--- src/rtl/nand_phy_pkg.sv ---
// Shared definitions for the NAND PHY DQ read-capture calibration logic:
// FSM states, IDELAY tap range and the default training patterns.
package nand_phy_pkg;

  localparam int TAP_W = 5;
  localparam logic [TAP_W-1:0] TAP_MAX = 5'd31;

  localparam logic [7:0] PAT_RISE_DEF = 8'hA5;
  localparam logic [7:0] PAT_FALL_DEF = 8'h5A;

  typedef enum logic [3:0] {
    S_IDLE,
    S_RST_DLY,
    S_SETTLE,
    S_SAMPLE,
    S_EVAL,
    S_INC,
    S_CENTER,
    S_DEC,
    S_DONE
  } cal_state_e;

endpackage

--- src/rtl/nand_phy_dq_tap_eval.sv ---
// Judges one IDELAY tap: counts consecutive matching training words and
// reports a single-cycle pass or fail pulse (mismatch or rd_valid timeout).
module nand_phy_dq_tap_eval #(
  parameter int                  DQ_WIDTH    = 8,
  parameter logic [DQ_WIDTH-1:0] PAT_RISE    = '0,
  parameter logic [DQ_WIDTH-1:0] PAT_FALL    = '0,
  parameter int                  NUM_SAMPLES = 8,
  parameter int                  TIMEOUT_CYC = 1024
) (
  input  logic                clk,
  input  logic                srst,
  input  logic                start,
  input  logic                rd_valid,
  input  logic [DQ_WIDTH-1:0] rd_data_rise,
  input  logic [DQ_WIDTH-1:0] rd_data_fall,
  output logic                pass,
  output logic                fail
);

  localparam int MW = $clog2(NUM_SAMPLES + 1);
  localparam int TW = $clog2(TIMEOUT_CYC + 1);
  localparam logic [MW-1:0] MATCH_LAST   = MW'(NUM_SAMPLES - 1);
  localparam logic [TW-1:0] TIMEOUT_LAST = TW'(TIMEOUT_CYC - 1);

  logic [DQ_WIDTH-1:0] w_bit_err;
  logic                w_match;
  logic                r_armed;
  logic [MW-1:0]       r_match;
  logic [TW-1:0]       r_timeout;
  logic                r_pass;
  logic                r_fail;

  genvar gi;
  generate
    for (gi = 0; gi < DQ_WIDTH; gi++) begin : g_bit
      assign w_bit_err[gi] = (rd_data_rise[gi] != PAT_RISE[gi]) |
                             (rd_data_fall[gi] != PAT_FALL[gi]);
    end
  endgenerate

  assign w_match = ~|w_bit_err;

  always_ff @(posedge clk) begin
    if (srst || start) begin
      r_armed   <= start & ~srst;
      r_match   <= '0;
      r_timeout <= '0;
      r_pass    <= 1'b0;
      r_fail    <= 1'b0;
    end else begin
      r_pass <= 1'b0;
      r_fail <= 1'b0;
      if (r_armed) begin
        if (rd_valid) begin
          if (!w_match) begin
            r_fail  <= 1'b1;
            r_armed <= 1'b0;
          end else if (r_match == MATCH_LAST) begin
            r_pass  <= 1'b1;
            r_armed <= 1'b0;
          end else begin
            r_match <= r_match + MW'(1);
          end
        end else if (r_timeout == TIMEOUT_LAST) begin
          r_fail  <= 1'b1;
          r_armed <= 1'b0;
        end else begin
          r_timeout <= r_timeout + TW'(1);
        end
      end
    end
  end

  assign pass = r_pass;
  assign fail = r_fail;

endmodule

--- src/rtl/nand_phy_dq_calib.sv ---
// Byte-lane DQ read calibration: sweeps the IDELAY tap upward, records the
// first contiguous passing window, then steps back down to its centre.
module nand_phy_dq_calib
  import nand_phy_pkg::*;
#(
  parameter int                  DQ_WIDTH    = 8,
  parameter logic [DQ_WIDTH-1:0] PAT_RISE    = PAT_RISE_DEF,
  parameter logic [DQ_WIDTH-1:0] PAT_FALL    = PAT_FALL_DEF,
  parameter int                  NUM_SAMPLES = 8,
  parameter int                  SETTLE_CYC  = 4,
  parameter int                  TIMEOUT_CYC = 1024
) (
  input  logic                clk90,
  input  logic                rst90,
  input  logic                cal_start,
  input  logic                rd_valid,
  input  logic [DQ_WIDTH-1:0] rd_data_rise,
  input  logic [DQ_WIDTH-1:0] rd_data_fall,
  output logic                dlyrst,
  output logic                dlyce,
  output logic                dlyinc,
  output logic [TAP_W-1:0]    tap_value,
  output logic [TAP_W-1:0]    win_first,
  output logic [TAP_W-1:0]    win_last,
  output logic                cal_done,
  output logic                cal_fail
);

  localparam int SW = (SETTLE_CYC > 1) ? $clog2(SETTLE_CYC) : 1;
  localparam logic [SW-1:0] SETTLE_LAST = SW'(SETTLE_CYC - 1);

  cal_state_e       r_state, w_state_next;
  logic [SW-1:0]    r_cnt, w_cnt_next;
  logic [TAP_W-1:0] r_tap, w_tap_next;
  logic [TAP_W-1:0] r_win_first, w_first_next;
  logic [TAP_W-1:0] r_win_last, w_last_next;
  logic             r_found, w_found_next;
  logic             r_passed, w_passed_next;
  logic             r_centering, w_centering_next;
  logic             r_cal_done, w_done_next;
  logic             r_cal_fail, w_fail_next;
  logic             r_dlyce, w_dlyce_next;
  logic             r_dlyinc, w_dlyinc_next;
  logic             r_dlyrst, w_dlyrst_next;
  logic             w_eval_start;
  logic             w_pass;
  logic             w_fail;
  logic [TAP_W:0]   w_sum;
  logic [TAP_W-1:0] w_target;

  nand_phy_dq_tap_eval #(
    .DQ_WIDTH    (DQ_WIDTH),
    .PAT_RISE    (PAT_RISE),
    .PAT_FALL    (PAT_FALL),
    .NUM_SAMPLES (NUM_SAMPLES),
    .TIMEOUT_CYC (TIMEOUT_CYC)
  ) u_tap_eval (
    .clk          (clk90),
    .srst         (rst90),
    .start        (w_eval_start),
    .rd_valid     (rd_valid),
    .rd_data_rise (rd_data_rise),
    .rd_data_fall (rd_data_fall),
    .pass         (w_pass),
    .fail         (w_fail)
  );

  // Widened sum so taps 31+31 cannot overflow before halving.
  assign w_sum    = {1'b0, r_win_first} + {1'b0, r_win_last};
  assign w_target = w_sum[TAP_W:1];

  always_comb begin
    w_state_next     = r_state;
    w_cnt_next       = r_cnt;
    w_tap_next       = r_tap;
    w_first_next     = r_win_first;
    w_last_next      = r_win_last;
    w_found_next     = r_found;
    w_passed_next    = r_passed;
    w_centering_next = r_centering;
    w_done_next      = r_cal_done;
    w_fail_next      = r_cal_fail;
    w_dlyce_next     = 1'b0;
    w_dlyinc_next    = 1'b0;
    w_dlyrst_next    = 1'b0;
    w_eval_start     = 1'b0;

    unique case (r_state)
      S_IDLE, S_DONE: begin
        if (cal_start) begin
          w_state_next     = S_RST_DLY;
          w_tap_next       = '0;
          w_first_next     = '0;
          w_last_next      = '0;
          w_found_next     = 1'b0;
          w_centering_next = 1'b0;
          w_done_next      = 1'b0;
          w_fail_next      = 1'b0;
          w_dlyrst_next    = 1'b1;
        end
      end
      S_RST_DLY: begin
        w_state_next = S_SETTLE;
        w_cnt_next   = '0;
      end
      S_SETTLE: begin
        if (r_cnt == SETTLE_LAST) begin
          // During the centring walk-back the settle wait returns to CENTER.
          if (r_centering) begin
            w_state_next = S_CENTER;
          end else begin
            w_state_next = S_SAMPLE;
            w_eval_start = 1'b1;
          end
        end else begin
          w_cnt_next = r_cnt + SW'(1);
        end
      end
      S_SAMPLE: begin
        if (w_pass || w_fail) begin
          w_passed_next = w_pass;
          w_state_next  = S_EVAL;
        end
      end
      S_EVAL: begin
        if (r_passed) begin
          if (!r_found) begin
            w_first_next = r_tap;
            w_found_next = 1'b1;
          end
          w_last_next = r_tap;
        end
        if ((!r_passed && r_found) || (r_tap == TAP_MAX)) begin
          w_state_next     = S_CENTER;
          w_centering_next = 1'b1;
        end else begin
          w_state_next  = S_INC;
          w_tap_next    = r_tap + TAP_W'(1);
          w_dlyce_next  = 1'b1;
          w_dlyinc_next = 1'b1;
        end
      end
      S_INC, S_DEC: begin
        w_state_next = S_SETTLE;
        w_cnt_next   = '0;
      end
      S_CENTER: begin
        if (!r_found) begin
          w_fail_next  = 1'b1;
          w_done_next  = 1'b1;
          w_state_next = S_DONE;
        end else if (r_tap > w_target) begin
          w_state_next = S_DEC;
          w_tap_next   = r_tap - TAP_W'(1);
          w_dlyce_next = 1'b1;
        end else begin
          w_done_next  = 1'b1;
          w_state_next = S_DONE;
        end
      end
      default: w_state_next = S_IDLE;
    endcase
  end

  always_ff @(posedge clk90) begin
    if (rst90) begin
      r_state     <= S_IDLE;
      r_cnt       <= '0;
      r_tap       <= '0;
      r_win_first <= '0;
      r_win_last  <= '0;
      r_found     <= 1'b0;
      r_passed    <= 1'b0;
      r_centering <= 1'b0;
      r_cal_done  <= 1'b0;
      r_cal_fail  <= 1'b0;
      r_dlyce     <= 1'b0;
      r_dlyinc    <= 1'b0;
      r_dlyrst    <= 1'b1;
    end else begin
      r_state     <= w_state_next;
      r_cnt       <= w_cnt_next;
      r_tap       <= w_tap_next;
      r_win_first <= w_first_next;
      r_win_last  <= w_last_next;
      r_found     <= w_found_next;
      r_passed    <= w_passed_next;
      r_centering <= w_centering_next;
      r_cal_done  <= w_done_next;
      r_cal_fail  <= w_fail_next;
      r_dlyce     <= w_dlyce_next;
      r_dlyinc    <= w_dlyinc_next;
      r_dlyrst    <= w_dlyrst_next;
    end
  end

  assign dlyrst    = r_dlyrst;
  assign dlyce     = r_dlyce;
  assign dlyinc    = r_dlyinc;
  assign tap_value = r_tap;
  assign win_first = r_win_first;
  assign win_last  = r_win_last;
  assign cal_done  = r_cal_done;
  assign cal_fail  = r_cal_fail;

endmodule

--- config.mk ---
export PLATFORM = sky130hd
export DESIGN_NAME = nand_phy_dq_calib
export DESIGN_NICKNAME = d
export VERILOG_FILES = /design/src/rtl/nand_phy_pkg.sv /design/src/rtl/nand_phy_dq_tap_eval.sv /design/src/rtl/nand_phy_dq_calib.sv
export SDC_FILE = /design/constraint.sdc
export NUM_CORES = 1
export LEC_CHECK = 0
export BUFFER_PORTS_ARGS = -buffer_cell sky130_fd_sc_hd__clkbuf_2
export CAP_MARGIN = 40
export CELL_PAD_IN_SITES_DETAIL_PLACEMENT = 1
export CELL_PAD_IN_SITES_GLOBAL_PLACEMENT = 1
export CORE_MARGIN = 2
export CORE_UTILIZATION = 45
export DETAILED_ROUTE_END_ITERATION = 10
export GPL_TIMING_DRIVEN = 0
export PLACE_DENSITY_LB_ADDON = 0.25
export SLEW_MARGIN = 10
export SYNTH_ARGS = -nofsm -noshare
export SYNTH_HDL_FRONTEND = slang
export SYNTH_SLANG_ARGS = --single-unit
--- constraint.sdc ---
create_clock -name clk90 -period 4.19 [get_ports clk90]
set_input_delay 0.2095 -clock clk90 [delete_from_list [all_inputs] [get_ports clk90]]
set_output_delay 0.2095 -clock clk90 [all_outputs]
set_load 0.01 [all_outputs]
== Word-level counts from Yosys, hierarchy flattened ==
Cells that the tools add are included.
Cells by class
  add/subtract/negate cells: 6
  equality and inequality tests: 24
  multiplexer cells: 49
  bitwise gates (word level): 24
  $lt $le $gt $ge: 1
  reductions and logical operators: 27
Operators by type and width (count)
  $mux W5: 7
  $mux W1: 24
  $pmux W4 S6: 1
  $ne A2 B2 Y1 const B: 11
  $eq A4 B3 Y1 const B: 5
  $mux W4: 5
  $pmux W5 S2: 2
  $reduce_and A3 Y1: 6
  $not A1 Y1: 15
  $pmux W5 S3: 1
  $add A11 B1 Y11 const B: 1
  $eq A11 B10 Y1 const B: 1
  $reduce_or A11 Y1: 1
  $pmux W1 S2: 5
  $eq A4 B2 Y1 const B: 2
  $or A1 B1 Y1: 8
  $reduce_and A4 Y1: 2
  $reduce_or A8 Y1: 1
  $add A5 B5 Y6: 1
  $reduce_bool A2 Y1: 3
  $reduce_or A2 Y1: 3
  $add A5 B1 Y5 const B: 1
  $eq A5 B5 Y1 const B: 1
  $gt A5 B5 Y1: 1
  other kinds (19): 23
Storage, ports and cells
  output and inout port bits: 20
  bits in registers: 47
  bits of input ports: 20

== Logic depth before layout (Yosys ltp) ==
Gate-level depths: netlist of run 1.
  depth after elaboration: 7
  gate-level depth with buffers: 12

== By module ==
A second synthesis of run 1 with hierarchy kept.
Second synthesis, totals
  cell total of the unflattened synthesis: 285
  area total of the unflattened synthesis: 2570.0 sq um
By module, submodules not included
  nand_phy_dq_calib: area an instance 1642.8 sq um, cells an instance 184, times used 1, seq. area each 580.6 sq um
  nand_phy_dq_tap_eval: area an instance 927.1 sq um, cells an instance 101, times used 1, seq. area each 360.3 sq um

== Worst setup path before layout of run 1 ==
No wires, ideal clock.
  path type: register to register
  start point: register r_win_first[1], in the netlist win_first[1]
  end point: register r_state[2]
  data arrival time: 2.602 ns
  setup slack: 1.488 ns
  setup time: 0.100 ns
  cell stages (with the launch flop): 13
  required time: 4.090 ns
  path through: dfxtp_1 -> inv_1 -> fa_1 -> inv_1 -> a21o_1 -> a21oi_1 -> xor2_1 -> ha_1 -> nand4_1 -> or2_2 -> a21oi_2 -> o21ba_2 -> a2111oi_4
On the way
  longest elaborated chain between the ends: 5
Ends and longest elaborated chain
  start: declaration: line nand_phy_dq_calib.sv:35  | logic [TAP_W-1:0] r_win_first, w_first_next;
  start signal: assignment: line nand_phy_dq_calib.sv:184  | r_win_first <= w_first_next;
  $add A5 B5 Y6: line nand_phy_dq_calib.sv:69  | assign w_sum = {1'b0, r_win_first} + {1'b0, r_win_last};
  $gt A5 B5 Y1: line nand_phy_dq_calib.sv:152  | end else if (r_tap > w_target) begin
  $mux W4: line nand_phy_dq_calib.sv:152
  $mux W4: line nand_phy_dq_calib.sv:148  | if (!r_found) begin
  $pmux W4 S6: line nand_phy_dq_calib.sv:88  | unique case (r_state)
  end signal: assignment: line nand_phy_dq_calib.sv:181  | r_state <= w_state_next;
  end: declaration: line nand_phy_dq_calib.sv:32  | cal_state_e r_state, w_state_next;
Every way passes these cells.
A chain may end at the register's enable or synchronous reset.

== Worst setup path in the final report of run 1 ==
Same ends and word-level chain as after synthesis.

==> results.sh, run 1 <==
export IMPL_pwr_density_cell_nw_per_um2=359
export IMPL_finalSetupViolations=0
export IMPL_cts_root_buf="clkbuf_8"
export IMPL_finClkSkew_ns=0.00915
export IMPL_fmax_mhz=328
export IMPL_worst_slew_pin_slew_ns=0.630
export IMPL_wl_per_cell_um=16.7
export IMPL_synthCells=298
export IMPL_post_cts_resized=0
export IMPL_drv_slew=0
export IMPL_reg2reg_slack_ns=1.14
export IMPL_slew_headroom_pct=57.9
export IMPL_yosysUniqueCellTypes=58
export IMPL_clk_latency_ns=0.31
export IMPL_placement_rows=27
export IMPL_hp_class="primary input to flop"
export IMPL_via_per_inst=5.70
export IMPL_dpl_cell_area_um2=2920
export IMPL_clockBufferDepth=2
export IMPL_async_flop_share_pct=0
export IMPL_maxCapViolCount=0
export IMPL_ys_flop_type="dfxtp_1"
export IMPL_path_clk_slew_ns=0.10
export IMPL_grt_pass1_wl_um=11400
export IMPL_grt_max_degree=16
export IMPL_finalWorstSetupSlack_ns=1.14
export IMPL_reg2reg_from="win_first[1]"
export IMPL_antenna_cells=0
export IMPL_syn_avg_cell_area_um2=8.85
export IMPL_cts_tree="done"
export IMPL_syn_num_nets=335
export IMPL_die_area_um2=6490
export IMPL_route_detailed_drc=0
export IMPL_critPathArrivalTime_ns=3.26
export IMPL_die_y_um=80.5
export IMPL_ios=40
export IMPL_design_area_um2=3030
export IMPL_fin_crit_sh_pct=72.8
export IMPL_initial_core_util_pct=47.3
export IMPL_setup_tns_ns=0
export IMPL_htree_levels=2
export IMPL_drt_initial_drc_count=104
export IMPL_synthesis_area_um2=2640
export IMPL_worstSetupStartpointType="flop"
export IMPL_synth_edf_count=0
export IMPL_crit_type="flop to flop"
export IMPL_cts_hold_buf=0
export IMPL_areaGrowthSynthToFinish_pct=15.1
export IMPL_p_leak_uw=0.00123
export IMPL_wirelength_um=6970
export IMPL_nets=381
export IMPL_cts_sinks=47
export IMPL_rsz0062_at_grt="no"
export IMPL_whs_path_depth=2
export IMPL_ant_nets=0
export IMPL_ff2ff_path_depth=12
export IMPL_die_x_um=80.5
export IMPL_dr_pass1_iters=4
export IMPL_ys_seq_area_share_pct=35.7
export IMPL_route_vias_total=2376
export IMPL_critPathCaptureType="flop"
export IMPL_postCtsSetupRepairBufs=0
export IMPL_post_place_ws_ns=1.14
export IMPL_drive_gt1_share_pct=20.9
export IMPL_place_hpwl_um=5350
export IMPL_worst_hold_path_endpoint="dlyrst"
export IMPL_status="complete, no violations"
export IMPL_grt_overflow_total=0
export IMPL_numCtsBuffers=5
export IMPL_hold_violations=0
export IMPL_yosysWarnings=0
export IMPL_vdd_drop_max_uv=189
export IMPL_io_buffers=39
export IMPL_reg2reg_to="r_state[2]"
export IMPL_grt_pass1_vias=2450
export IMPL_ys_ff_latch=47
export IMPL_required_ns=4.40
export IMPL_routabilityCongestion=0.774
export IMPL_min_period_ns=3.05
export IMPL_hold_path_startpoint="rst90"
export IMPL_grt_util_all_layers_pct=22.8
export IMPL_crit_fanout=4
export IMPL_core_area_um2=5570
export IMPL_antenna_found_initial=0
==> state kept, by name (all words and copies together), names as in the netlist, 2 cells and up <==
signal / flops
r_cnt: 2
r_state: 4
tap_value: 5
u_tap_eval.r_match: 4
u_tap_eval.r_timeout: 11
win_first: 5
win_last: 5
==> routing by layer <==
layer / part of all wire [%] / routed length, µm / track usage, % / up-vias
li1: - / - / - / 1159
met1: 44 / 3070 / 26.3 / 1157
met2: 50 / 3500 / 41.3 / 49
met3: 3.7 / 259 / 4.04 / 11
met4: 2.0 / 138 / 9.32 / 0
met5: 0 / 0 / 0 / -
==> worst max path at each step <==
stage,start,endpoint,slack [ns],cells past startpoint
6_report,win_first[1],r_state[2],1.14,12
5_1_grt,win_first[1],tap_value[4],0.96,12
4_1_cts,win_first[1],r_state[2],1.11,12
3_5_place_dp,win_first[1],tap_value[4],1.14,12
3_3_place_gp,win_first[1],r_state[2],1.23,12
2_1_floorplan,win_first[1],r_state[2],1.49,12
==> layout make-up <==
cell class / instances / area, µm²
clock inverters: 3 / 43.8
inverters: 12 / 45.0
clock buffers: 5 / 68.8
flip-flops and latches: 47 / 941
fillers: 698 / 2540
plain buffers: 12 / 63.8
multi-input cells: 227 / 1590
repair buffers: 39 / 195
well taps: 72 / 90.1
==> cell families after synthesis <==
group	after synthesis	share of synthesized area, %
DFF	47	35.7
xor gates and xnor gates	18	5.98
AOI/OAI and AO/OA	75	20.1
buffers and inverters	24	4.13
adders and majority gates	17	8.64
and+or+nand+nor	114	24.3
muxes	3	1.14
==> critical path, cell delays in order, from the launching register on <==
cell       delay (ns)
dfxtp_1          0.40
inv_1            0.08
fa_1             0.45
inv_1            0.07
a21o_1           0.11
a21oi_1          0.07
xor2_1           0.15
ha_1             0.30
nand4_1          0.22
or2_2            0.35
a21oi_2          0.25
o21ba_2          0.22
a2111oi_4        0.27
==> power by group <==
part / leakage (µW) / internal [µW] / switching [µW] / total [µW]
sequential: 0.000380 / 466 / 15.6 / 482
combinational: 0.000790 / 105 / 162 / 267
clock: 0.0000581 / 178 / 162 / 340
total: 0.00123 / 749 / 340 / 1090
==> Yosys cell counts (3+ instances only) <==
cell | instances | area, µm²
nand3b_1 | 7 | 52.6
a22oi_1 | 9 | 67.6
or3_1 | 4 | 25.0
ha_1 | 15 | 188
clkbuf_1 | 3 | 11.3
o211ai_1 | 3 | 22.5
nor3_1 | 6 | 30.0
inv_1 | 12 | 45.0
o21ai_0 | 5 | 25.0
xnor2_1 | 13 | 114
nand4_1 | 4 | 25.0
a21oi_1 | 26 | 130
nand2b_1 | 4 | 25.0
nor3b_1 | 3 | 22.5
nor2b_1 | 4 | 25.0
o21ai_1 | 7 | 35.0
buf_2 | 6 | 30.0
nand3_1 | 7 | 35.0
a21o_1 | 3 | 22.5
dfxtp_1 | 47 | 941
nand2_1 | 16 | 60.1
mux2i_1 | 3 | 30.0
nor4_1 | 4 | 25.0
o21a_1 | 4 | 30.0
xor2_1 | 5 | 43.8
nor2_1 | 38 | 143
==> placed cells by master (no fill, tap or decap), types with 3 or more instances in the layout <==
cell      instances
mux2i_1           3
o211ai_1          3
nand3b_1          7
nand4_1           4
nor2b_1           4
nor2_1           38
clkbuf_2         39
o21ai_1           7
xor2_1            5
dfxtp_1          47
clkbuf_8          5
nand2b_1          4
nor3_1            6
nand3_1           7
a21oi_1          26
o21a_1            4
inv_1            12
or3_1             4
o21ai_0           5
nand2_1          16
xnor2_1          13
a22oi_1           9
ha_1             15
nor4_1            4
nor3b_1           3
a21o_1            3
buf_2             6
clkbuf_1          3
==> per-stage QoR <==
step / std cells / util, % / power (µW) / hold slack [ns]
2_1_floorplan: 298 / - / 686 / 0.326
3_3_place_gp: 409 / 52.4 / 743 / 0.470
3_5_place_dp: 409 / 52.4 / 755 / 0.483
4_1_cts: 417 / 54.4 / 1100 / 0.202
5_1_grt: 417 / 54.4 / 1150 / 0.213
6_report: 417 / 54.4 / 1090 / 0.206
No activity file was read; power rests on OpenSTA's default activity.
==> run 2, diff against run 1 <==
Settings changed: CORE_UTILIZATION 45 to 43.
Clock period 4.19 ns to 2.9 ns, I/O delays scaled along.
==> run 2 against run 1 <==
Net effect:
- worst hold slack lost 0.058 ns
- non-clock buffer count grew 1
- count of clock-buffer cells in the layout is the same
- total power grew 45%
- global-route usage shrank 1.4 points
- sequential power grew 44%
- core utilization shrank 2.6 points
- critical path type unchanged
- critical endpoint unchanged
- largest power group unchanged
==> results.sh, run 2 (synthesized netlist as in run 1, its figures left out) <==
export IMPL_reg2reg_from="win_first[1]"
export IMPL_final_common_cell="dfxtp_1"
export IMPL_hp_class="primary input to flop"
export IMPL_place_detailed_instances=412
export IMPL_dpl_cell_area_um2=2930
export IMPL_reg2reg_to="r_state[2]"
export IMPL_crit_type="flop to flop"
export IMPL_finalWorstSetupSlack_ns=0.130
export IMPL_reg2reg_slack_ns=0.13
export IMPL_largest_reg_flops=11
export IMPL_finClkSkew_ns=0.0110
export IMPL_whs_ns=0.148
export IMPL_wl_per_cell_um=16.4
export IMPL_antenna_cells=0
export IMPL_post_place_ws_ns=-0.0511
export IMPL_critPathArrivalTime_ns=2.98
export IMPL_cpPeakStageDelay_ns=0.39
export IMPL_crit_fanout=4
export IMPL_die_x_um=82.3
export IMPL_hold_path_startpoint="rst90"
export IMPL_fmax_mhz=361
export IMPL_layout_common_cells="dfxtp_1, clkbuf_2, nor2_1"
export IMPL_ff2ff_path_depth=12
export IMPL_hold_violations=0
export IMPL_numCtsBuffers=5
export IMPL_initial_core_util_pct=44.5
export IMPL_worst_slew_pin_slew_ns=0.636
export IMPL_placement_rows=28
export IMPL_status="complete, no violations"
export IMPL_drive_gt1_share_pct=22.8
export IMPL_largest_register="u_tap_eval.r_timeout"
export IMPL_whs_path_depth=2
export IMPL_die_area_um2=6770
export IMPL_min_period_ns=2.77
export IMPL_setup_tns_ns=0
export IMPL_clockBufferDepth=2
export IMPL_antenna_found_initial=0
export IMPL_cts_root_buf="clkbuf_8"
export IMPL_worst_hold_path_endpoint="dlyrst"
export IMPL_slew_headroom_pct=57.5
export IMPL_drv_slew=0
export IMPL_crit_top_cell="inv_1"
export IMPL_required_ns=3.11
export IMPL_ant_nets=0
export IMPL_maxCapViolCount=0
export IMPL_grt_util_all_layers_pct=21.5
export IMPL_path_clk_slew_ns=0.10
export IMPL_core_area_um2=5920
export IMPL_grt_max_degree=16
export IMPL_via_per_inst=5.64
export IMPL_clk_latency_ns=0.31
export IMPL_vdd_drop_max_uv=233
export IMPL_htree_levels=2
export IMPL_layout_cells_non_filler=421
export IMPL_route_detailed_drc=0
export IMPL_grt_pass1_vias=2391
export IMPL_critPathCaptureType="flop"
export IMPL_cts_sinks=47
export IMPL_design_area_um2=3070
export IMPL_worstSetupStartpointType="flop"
export IMPL_cts_tree="done"
export IMPL_path_cells="inv_1 -> fa_2 -> inv_1 -> a21o_1 -> a21oi_1 -> xor2_1 -> ha_1 -> nand4_1 -> or2_4 -> a21oi_4 -> o21ba_2 -> a2111oi_4"
export IMPL_grt_pass1_wl_um=11100
export IMPL_io_buffers=39
export IMPL_route_vias_total=2376
export IMPL_pwr_density_cell_nw_per_um2=514
export IMPL_die_y_um=82.3
export IMPL_nets=382
export IMPL_fin_crit_sh_pct=95.5
export IMPL_rsz0062_at_grt="yes"
export IMPL_dr_pass1_iters=4
export IMPL_ios=40
export IMPL_place_hpwl_um=5070
export IMPL_finalSetupViolations=0
export IMPL_wirelength_um=6900
export IMPL_areaGrowthSynthToFinish_pct=16.3
export IMPL_routabilityCongestion=0.827
export IMPL_fill_cells=710
export IMPL_p_leak_uw=0.00124
export IMPL_cpMaxStageDelayCell="fa_2"
export IMPL_grt_overflow_total=0
export IMPL_drt_initial_drc_count=75
[run 2: what timing repair did]
| item | 4_1_cts | 5_1_grt |
|---|---|---|
| setup buffers | 1 | 0 |
| cloned | 0 | 0 |
| setup endpoints to repair | 4 | 6 |
| hold buffers | 0 | 0 |
| pin swaps | 2 | 1 |
| gates resized for setup | 4 | 5 |
[run 2: critical path, delay by kind of cell (launching register included)]
kind                     cells  cell delay, ns
adder cells (fa/ha/maj)      2            0.69
buffers and inverters        2            0.14
AND/OR/NAND/NOR              2            0.50
XOR/XNOR                     1            0.15
flip-flops                   1            0.36
AO/OA/AOI/OAI                5            0.83
[run 2: area by class of cell]
type                    instances  area [µm²]  area share (%)
clock buffers                   5        68.8            2.24
plain buffers                  12        63.8            2.08
repair buffers                 40         203            6.61
flip-flops and latches         47         946            30.8
inverters                      12        45.0            1.47
well taps                      75        93.8            3.06
clock inverters                 3        43.8            1.43
multi-input cells             227        1600            52.3
[run 2: per-layer routing]
metal | wire length [µm] | track usage [%]
met4 | 101 | 5.17
met1 | 3020 | 24.8
met5 | 0 | 0
met3 | 248 | 4.02
met2 | 3530 | 40.4
[run 2: worst max-delay path by stage]
stage	start	end	slack, ns	cells after the start
after floorplan	win_first[1]	r_state[2]	0.20	12
after global placement	win_first[1]	r_state[2]	0.008	12
after detailed placement	win_first[1]	r_state[2]	-0.05	12
after CTS	win_first[0]	r_state[2]	0.004	12
after global routing	win_first[1]	r_state[2]	-0.01	12
final	win_first[1]	r_state[2]	0.13	12
[run 2: through the flow]
step / util (%) / total power, µW
6_report: 51.8 / 1580
5_1_grt: 51.8 / 1650
4_1_cts: 51.6 / 1580
3_5_place_dp: 49.4 / 1090
3_3_place_gp: 49.4 / 1080
2_1_floorplan: - / 991
[run 2: power by group]
| part | total, µW | switching, µW | internal [µW] |
|---|---|---|---|
| clock network | 495 | 238 | 257 |
| logic | 386 | 234 | 152 |
| registers | 696 | 22.2 | 674 |
==> run 3, diff against run 2 <==
Settings changed: TNS_END_PERCENT set to 5.
Clock period 2.9 ns to 2.7 ns, I/O delays scaled along.
==> run 3 against run 2 <==
Net effect:
- the run now ends with negative setup slack left
- via count rose by 1.1%
- non-clock buffer count grew 7
- combinational power up 16%
- sequential power up 7.2%
- fmax rose by 1.6%
- largest cell class unchanged
- largest power group unchanged
==> results.sh, run 3 (synthesized netlist as in run 1, its figures left out) <==
export IMPL_fin_util_pct=53.0
export IMPL_place_hpwl_um=5100
export IMPL_dr_pass1_iters=4
export IMPL_cts_sinks=47
export IMPL_p_sw_share_pct=33.3
export IMPL_grt_max_degree=16
export IMPL_path_cells="ha_1 -> a31o_2 -> a21oi_2 -> o21bai_1 -> a21oi_2 -> ha_1 -> nand4_1 -> buf_4 -> o211ai_2 -> a21oi_4 -> buf_4 -> nor4b_4 -> nor2_1"
export IMPL_placement_rows=28
export IMPL_initial_core_util_pct=44.5
export IMPL_design_area_um2=3140
export IMPL_io_buffers=39
export IMPL_post_place_ws_ns=-0.241
export IMPL_rsz0062_at_grt="yes"
export IMPL_worst_slew_pin_slew_ns=0.621
export IMPL_critPathArrivalTime_ns=2.90
export IMPL_fmax_mhz=367
export IMPL_fin_crit_sh_pct=101
export IMPL_wirelength_um=7120
export IMPL_p_leak_uw=0.00129
export IMPL_worstSetupStartpointType="flop"
export IMPL_finalSetupViolations=2
export IMPL_required_ns=2.87
export IMPL_routabilityCongestion=0.859
export IMPL_numCtsBuffers=5
export IMPL_nets=389
export IMPL_layout_common_cells="dfxtp_1, clkbuf_2, nor2_1"
export IMPL_core_area_um2=5920
export IMPL_multiInputGateArea_um2=1650
export IMPL_cts_root_buf="clkbuf_8"
export IMPL_status="finished, violations left"
export IMPL_clockBufferDepth=2
export IMPL_sequentialPowerShare_pct=45.4
export IMPL_whs_path_depth=2
export IMPL_drv_slew=0
export IMPL_wl_per_cell_um=16.6
export IMPL_cpMaxStageDelayCell="dfxtp_2"
export IMPL_cts_tree="done"
export IMPL_power_switching_uw=547
export IMPL_antenna_found_initial=0
export IMPL_die_x_um=82.3
export IMPL_ant_nets=0
export IMPL_areaGrowthSynthToFinish_pct=19.0
export IMPL_antenna_cells=0
export IMPL_drt_initial_drc_count=89
export IMPL_slew_headroom_pct=58.5
export IMPL_clk_latency_ns=0.31
export IMPL_path_clk_slew_ns=0.10
export IMPL_hp_class="primary input to flop"
export IMPL_regArea_um2=946
export IMPL_htree_levels=2
export IMPL_cts_hold_buf=0
export IMPL_ff2ff_path_depth=13
export IMPL_dpl_cell_area_um2=2930
export IMPL_min_period_ns=2.73
export IMPL_fill_cells=749
export IMPL_violations="negative setup slack"
export IMPL_p_int_uw=1100
export IMPL_hold_violations=0
export IMPL_cpPeakStageDelay_ns=0.35
export IMPL_critPathCaptureType="flop"
export IMPL_finClkSkew_ns=0.0139
export IMPL_ios=40
export IMPL_grt_pass1_wl_um=11300
export IMPL_grt_util_all_layers_pct=21.8
export IMPL_die_area_um2=6770
export IMPL_crit_type="flop to flop"
export IMPL_grt_overflow_total=0
export IMPL_crit_fanout=4
export IMPL_finalWorstSetupSlack_ns=-0.0270
export IMPL_via_per_inst=5.61
export IMPL_maxCapViolCount=0
export IMPL_die_y_um=82.3
export IMPL_route_vias_total=2403
export IMPL_route_detailed_drc=0
export IMPL_vdd_drop_max_uv=263
export IMPL_grt_pass1_vias=2413
export IMPL_pwr_density_cell_nw_per_um2=524
export IMPL_final_common_cell="dfxtp_1"
export IMPL_combPwrFrac_pct=27.3
export IMPL_largest_reg_flops=11
export IMPL_pwr_share_clk_pct=27.3
export IMPL_drive_gt1_share_pct=26.3
export IMPL_largest_register="u_tap_eval.r_timeout"
[run 3: power by group through the flow]
stage                     Sequential [µW]  Combinational (µW)  Clock, µW
after floorplan                       759                 306          0
after global placement                761                 399          0
after detailed placement              763                 405          0
after CTS                             746                 425        457
after global routing                  750                 495        486
final                                 746                 448        448
[run 3: per-stage QoR]
stage	TNS [ns]	cells	total power, µW	hold slack [ns]
floorplan	0	298	1060	0.252
global placement	-0.479	412	1160	0.450
detailed placement	-0.967	412	1170	0.455
CTS	-0.00229	426	1630	0.131
global route	-0.835	428	1730	0.130
finish	-0.0431	428	1640	0.140
[run 3: path summary, 6_finish.rpt]
kind | startpoint | endpoint | slack [ns]
max | win_first[1] | r_state[1] | -0.03
min | rst90 | dlyrst | 0.14
max reg2reg | win_first[1] | r_state[1] | -0.03
min reg2reg | cal_done | cal_done | 0.46
[run 3: final cells by class]
type                       count  area share, %
sequential                    47           30.1
clock buffer                   6           2.31
timing repair buffer          47           8.13
buffer                        12           2.03
tap                           75           2.99
inverter                      12           1.44
clock inverter                 2          0.518
multi-input combinational    227           52.4
[run 3: routing by layer]
layer  GRT usage (%)  wire length (µm)
met2            40.6              3630
met5               0                 0
met3            4.35               236
met4            5.67               112
met1            25.3              3140
[run 3: what timing repair did]
| item | in CTS | in global routing |
|---|---|---|
| buffers inserted | 6 | 2 |
| setup endpoints to repair | 7 | 10 |
| pin swaps | 8 | 9 |
| resized for setup | 12 | 6 |
[run 3: worst max-delay path: cells and delay by family (launching register included)]
family,cells,cell delay (ns)
DFF,1,0.35
and+or+nand+nor,3,0.47
buffers and inverters,2,0.35
adders and majority gates,2,0.48
AOI/OAI and AO/OA,6,0.92
